### src/rtl/muldiv_ctrl.sv
// rtl/muldiv_ctrl.sv - iterative MULT/MULTU/DIV/DIVU sequencer with pipeline stall and HI/LO write
// One radix-2 step per cycle: shift-add multiply, restoring divide, sign fix-up on the final step.
module muldiv_ctrl #(
    parameter int WIDTH = 32
) (
    input  logic             clk,
    input  logic             rstn,
    input  logic             start_in,
    input  logic [1:0]       op_in,
    input  logic [WIDTH-1:0] src1_in,
    input  logic [WIDTH-1:0] src2_in,
    input  logic             cancel_in,
    output logic             arith_stall,
    output logic             busy_out,
    output logic [WIDTH-1:0] hi_out,
    output logic [WIDTH-1:0] lo_out,
    output logic             whilo_out,
    output logic             div_zero_out
);
    localparam int CW = $clog2(WIDTH);

    typedef enum logic [1:0] {IDLE, RUN, DONE} state_t;

    state_t               state, state_nxt;
    logic [CW-1:0]        cnt;
    logic [1:0]           op_q;
    logic                 s1_q, s2_q, dz_q;
    logic [WIDTH-1:0]     a_sh, b_sh;
    logic [2*WIDTH-1:0]   acc, acc_nxt;
    logic [WIDTH-1:0]     hi_q, lo_q, hi_d, lo_d;

    logic                 accept, last, is_div, is_signed, sign_diff;
    logic [WIDTH:0]       mul_sum, rem_sh, rem_diff;
    logic                 div_ge;
    logic [2*WIDTH-1:0]   prod;
    logic [WIDTH-1:0]     quot, rem;

    assign accept    = (state == IDLE) && start_in && !cancel_in;
    assign last      = (cnt == CW'(WIDTH - 1));
    assign is_div    = op_q[1];
    assign is_signed = !op_q[0];
    assign sign_diff = is_signed && (s1_q ^ s2_q);

    always_comb begin
        state_nxt   = state;
        arith_stall = 1'b0;
        unique case (state)
            IDLE: begin
                arith_stall = accept;
                if (accept) state_nxt = RUN;
            end
            RUN: begin
                arith_stall = 1'b1;
                if (cancel_in)  state_nxt = IDLE;
                else if (last)  state_nxt = DONE;
            end
            DONE:    state_nxt = IDLE;
            default: state_nxt = IDLE;
        endcase
    end

    assign busy_out     = (state != IDLE);
    assign whilo_out    = (state == DONE);
    assign div_zero_out = (state == DONE) && dz_q;
    assign hi_out       = hi_q;
    assign lo_out       = lo_q;

    // Multiply: a_sh is the multiplicand, b_sh shifts the multiplier out LSB first.
    // Divide: a_sh shifts the dividend in MSB first, b_sh holds the divisor.
    // The trial difference borrows into bit WIDTH exactly when rem_sh < divisor.
    always_comb begin
        mul_sum  = {1'b0, acc[2*WIDTH-1:WIDTH]} + {1'b0, (b_sh[0] ? a_sh : {WIDTH{1'b0}})};
        rem_sh   = {acc[2*WIDTH-1:WIDTH], a_sh[WIDTH-1]};
        rem_diff = rem_sh - {1'b0, b_sh};
        div_ge   = !rem_diff[WIDTH];
        if (is_div)
            acc_nxt = {(div_ge ? rem_diff[WIDTH-1:0] : rem_sh[WIDTH-1:0]), acc[WIDTH-2:0], div_ge};
        else
            acc_nxt = {mul_sum, acc[WIDTH-1:1]};
    end

    // Divide-by-zero needs no special hi: restoring gives |src1|, and the dividend sign restores src1.
    always_comb begin
        prod = sign_diff ? (~acc_nxt + 1'b1) : acc_nxt;
        quot = sign_diff ? (~acc_nxt[WIDTH-1:0] + 1'b1) : acc_nxt[WIDTH-1:0];
        rem  = (is_signed && s1_q) ? (~acc_nxt[2*WIDTH-1:WIDTH] + 1'b1) : acc_nxt[2*WIDTH-1:WIDTH];
        if (is_div) begin
            hi_d = rem;
            lo_d = dz_q ? {WIDTH{1'b1}} : quot;
        end else begin
            hi_d = prod[2*WIDTH-1:WIDTH];
            lo_d = prod[WIDTH-1:0];
        end
    end

    always_ff @(posedge clk or negedge rstn) begin
        if (!rstn) begin
            state <= IDLE;
            cnt   <= '0;
            op_q  <= '0;
            s1_q  <= 1'b0;
            s2_q  <= 1'b0;
            dz_q  <= 1'b0;
            a_sh  <= '0;
            b_sh  <= '0;
            acc   <= '0;
            hi_q  <= '0;
            lo_q  <= '0;
        end else begin
            state <= state_nxt;
            if (accept) begin
                op_q <= op_in;
                s1_q <= src1_in[WIDTH-1];
                s2_q <= src2_in[WIDTH-1];
                dz_q <= (src2_in == '0);
                a_sh <= (!op_in[0] && src1_in[WIDTH-1]) ? (~src1_in + 1'b1) : src1_in;
                b_sh <= (!op_in[0] && src2_in[WIDTH-1]) ? (~src2_in + 1'b1) : src2_in;
                acc  <= '0;
                cnt  <= '0;
            end else if (state == RUN && !cancel_in) begin
                acc <= acc_nxt;
                cnt <= cnt + 1'b1;
                if (is_div) a_sh <= {a_sh[WIDTH-2:0], 1'b0};
                else        b_sh <= {1'b0, b_sh[WIDTH-1:1]};
                if (last) begin
                    hi_q <= hi_d;
                    lo_q <= lo_d;
                end
            end
        end
    end
endmodule

### config.mk
export PLATFORM = sky130hd
export DESIGN_NAME = muldiv_ctrl
export DESIGN_NICKNAME = d
export VERILOG_FILES = /design/src/rtl/muldiv_ctrl.sv
export SDC_FILE = /design/constraint.sdc
export NUM_CORES = 1
export LEC_CHECK = 0
export BUFFER_PORTS_ARGS = -buffer_cell sky130_fd_sc_hd__buf_2
export CORE_MARGIN = 1
export CORE_UTILIZATION = 60
export CTS_BUF_LIST = sky130_fd_sc_hd__clkbuf_16
export DETAILED_ROUTE_END_ITERATION = 7
export PLACE_DENSITY_LB_ADDON = 0.3
export SLEW_MARGIN = 10
export SYNTH_ARGS = -nofsm -noshare
export SYNTH_HDL_FRONTEND = slang
export SYNTH_SLANG_ARGS = --single-unit
### constraint.sdc
create_clock -name clk -period 6.1 [get_ports clk]
set_input_delay 0.915 -clock clk [delete_from_list [all_inputs] [get_ports clk]]
set_output_delay 0.915 -clock clk [all_outputs]
set_load 0.05 [all_outputs]
==> run metrics <==
status=finished, final reports clean; max_cap viols=0; first-pass GRT wire length=85300 um; IO Port Bufs=137; Hold Vio Cnt, Final=0; die footprint=28500 um2; yosys warns=0; clk_lat worst skew=0.55 ns; vias in the first global route=15.5k; Synth area leader=dfrtp_1; maximum vdd drop=328 uV; antenna violations before repair=0; EDFF count, synth=0; Worst setup SP type=flip-flop; Setup TNS=0 ns; CTS tree=built; synthesized netlist cell count=2125; count leader, synth=nand2_1; clock skew=0.0270 ns; syn avg cell area=7.86 um2; final worst slack=0.473 ns; Core Box Area=27100 um2; Post-DP Area=17500 um2; fillcell total=2297; unrepaired setup endpoints after global routing=false; CTS root buffer=clkbuf_16; R2R depth=23; Max clock buf depth=3; share of cells above drive strength 1=12.6%; drc violations=0; WS Path Type=reg -> reg; Ant. Diodes=0; static leakage=8.19 nW; register area share after synthesis=30.6%; Worst path most repeated cell=a21oi_1; Hold Crit Endpoint=hi_out[5]; fin crit period=5.63 ns; IO Pins=138; crit-path cells=inv_1 -> ha_1 -> inv_1 -> fa_1 -> a211oi_1 -> o211ai_1 -> nand2_1 -> a211o_4 -> a31o_2 -> nand2_8 -> a21oi_1 -> ha_1 -> nand2_1 -> nor2_1 -> nand3_1 -> nor3_1 -> nand4_1 -> buf_4 -> o31a_2 -> a21oi_1 -> a21oi_1 -> xor2_1 -> o21ai_0; fin cells=2589; Via-to-Cell Ratio=6.44; Setup-failing EPs final=0; Reg clk slew, reported paths=0.06 ns; Clock Sinks=204; Routed WL=54400 um; ANT nets after route=0; slew at the pin with the worst max-slew slack=1.09 ns; Tcrit/Tclk final=92.2%; CP Data Required Time=6.54 ns; TritonRoute pass-1 iters=6; vias=16.7k; synth unique cells=101; Syn Std Cell Area=16700 um2; Mapped Nets=2268; Rows=60; drt wl/cell=21.0 um; fmax=0.178 GHz; commonest cells in the synthesized netlist=nand2_1 (265), o21ai_0 (225), dfrtp_1 (204), a21oi_1 (196), nor2_1 (194); Yosys top cell area share=30.6%; Slew Viols, Final=0; register area=5110 um2; Post-Place Worst Slack=0.297 ns; Final Cell Area=18400 um2; Worst R2R End=hi_out[20]; Hold Crit Start=hi_out[5]; Hold Path Depth=2; most area-consuming cells after synthesis=dfrtp_1 (31%), o21ai_0 (6.7%), nand2_1 (6.0%), a21oi_1 (5.9%), ha_1 (5.3%); Crit Path Max Fanout=26; cts hold-fix bufs=0; reg-to-reg critical path startpoint=a_sh[31]; Main synth FF type=dfrtp_1; DR iter-0 viols=1992; CTS Buf Count=24; Slowest Stage Delay on Critical Path=0.48 ns; dpl hpwl=40700 um; register-to-register setup slack=0.47 ns; worst hold path class=reg -> reg; initial core utilization=61.6%; gr usage total=38.0%; Layout Nets=2342; largest net degree at the start of global routing=104; #FFs+latches synth=204; asr flop ratio synth=100%; dpl cells=2543; slowest CP cell=a31o_2; Die H=169 um; total power=9.79 mW; pwr dens=532 nW/um2; htree depth=1; PostCTS Resize Cnt=0; die width=169 um; Worst Path Arrival=6.07 ns; CP endpoint kind=flip-flop; Final GP Congestion=1.02; relative slew slack=27.4%; area of the multi-input gates=10800 um2; total congestion overflow=0; synthesis-to-layout area growth=10.1%
==> flip-flops by register name, indices dropped and copies added, names as in the netlist <==
name	flops
acc	64
a_sh	32
state	2
s1_q	1
dz_q	1
cnt	5
op_q	2
hi_out	32
b_sh	32
lo_out	32
s2_q	1
==> worst max-delay path, delay by kind of cell, from the launching register on <==
family / cells / cell delay (ns)
and+or+nand+nor: 7 / 1.50
AOI/OAI and AO/OA: 9 / 2.19
DFF: 1 / 0.39
adders and majority gates: 3 / 0.88
xor gates and xnor gates: 1 / 0.18
buffers and inverters: 3 / 0.38
==> cells in the final DEF (no fill, tap or decap), types with 21 or more instances in the layout <==
master | synthesis | routed
nand4_1 | 25 | 25
dfrtp_1 | 204 | 203
xor2_1 | 76 | 76
nor3_1 | 47 | 47
buf_2 | 16 | 136
buf_4 | 1 | 35
ha_1 | 71 | 71
o21ai_0 | 225 | 224
a211oi_1 | 29 | 29
nand3_1 | 42 | 42
a21oi_1 | 196 | 193
mux2i_1 | 41 | 41
nor2_1 | 194 | 192
inv_1 | 58 | 59
and2_1 | 46 | 46
o211ai_1 | 40 | 40
clkbuf_16 | 0 | 24
a31oi_1 | 30 | 30
xnor2_1 | 80 | 80
or3_1 | 21 | 21
nand2_1 | 265 | 264
a21o_1 | 23 | 23
==> how the worst max path moves through the flow <==
stage / slack (ns) / depth (start not counted) / to / start
2_1_floorplan: 1.39 / 25 / hi_out[20] / a_sh[31]
3_3_place_gp: 0.64 / 22 / hi_out[20] / a_sh[31]
3_5_place_dp: 0.30 / 22 / hi_out[20] / a_sh[31]
4_1_cts: 0.30 / 22 / hi_out[20] / a_sh[31]
5_1_grt: 0.03 / 23 / hi_out[20] / a_sh[31]
6_report: 0.47 / 23 / hi_out[20] / a_sh[31]
==> power breakdown <==
group	leakage (nW)	switching [mW]	internal (mW)
Clock	0.420	0.620	0.937
Combinational	5.03	4.04	2.16
Sequential	2.73	0.392	1.63
==> layout make-up <==
class	count	area share, %
clock buffers	24	3.27
clock inverters	20	1.34
inverters	60	1.22
multi-input cells	1737	58.6
flip-flops and latches	204	27.8
well taps	372	2.53
repair buffers	172	5.21
==> per-layer routing <==
layer  track usage [%]  part of all wire, %  vias up
li1                  -                    -     7826
met1              53.3                   43     7903
met2              58.2                   43      807
met3              5.99                  9.0      147
met4              16.4                  4.8        0
met5                 0                    0        -
==> through the flow <==
stage | util [%] | hold WS (ns)
after detailed placement | 64.7 | 0.466
after global placement | 64.7 | 0.457
after floorplan | - | 0.450
after global routing | 67.8 | 0.492
final | 67.8 | 0.473
after CTS | 67.8 | 0.479
==> cell families after synthesis <==
| family | after synthesis | share of synthesized area (%) |
|---|---|---|
| mux | 45 | 2.73 |
| xor+xnor | 156 | 8.18 |
| flops | 204 | 30.6 |
| fa+ha+maj | 73 | 5.56 |
| simple gates | 767 | 22.1 |
| compound gates | 696 | 25.7 |
| buf+inv | 184 | 5.16 |
==> repair_timing <==
action	in CTS	in global routing
endpoints found under the setup margin	0	14
hold endpoints to repair	0	0
buffers inserted	0	2
No activity file was read; power rests on OpenSTA's default activity.
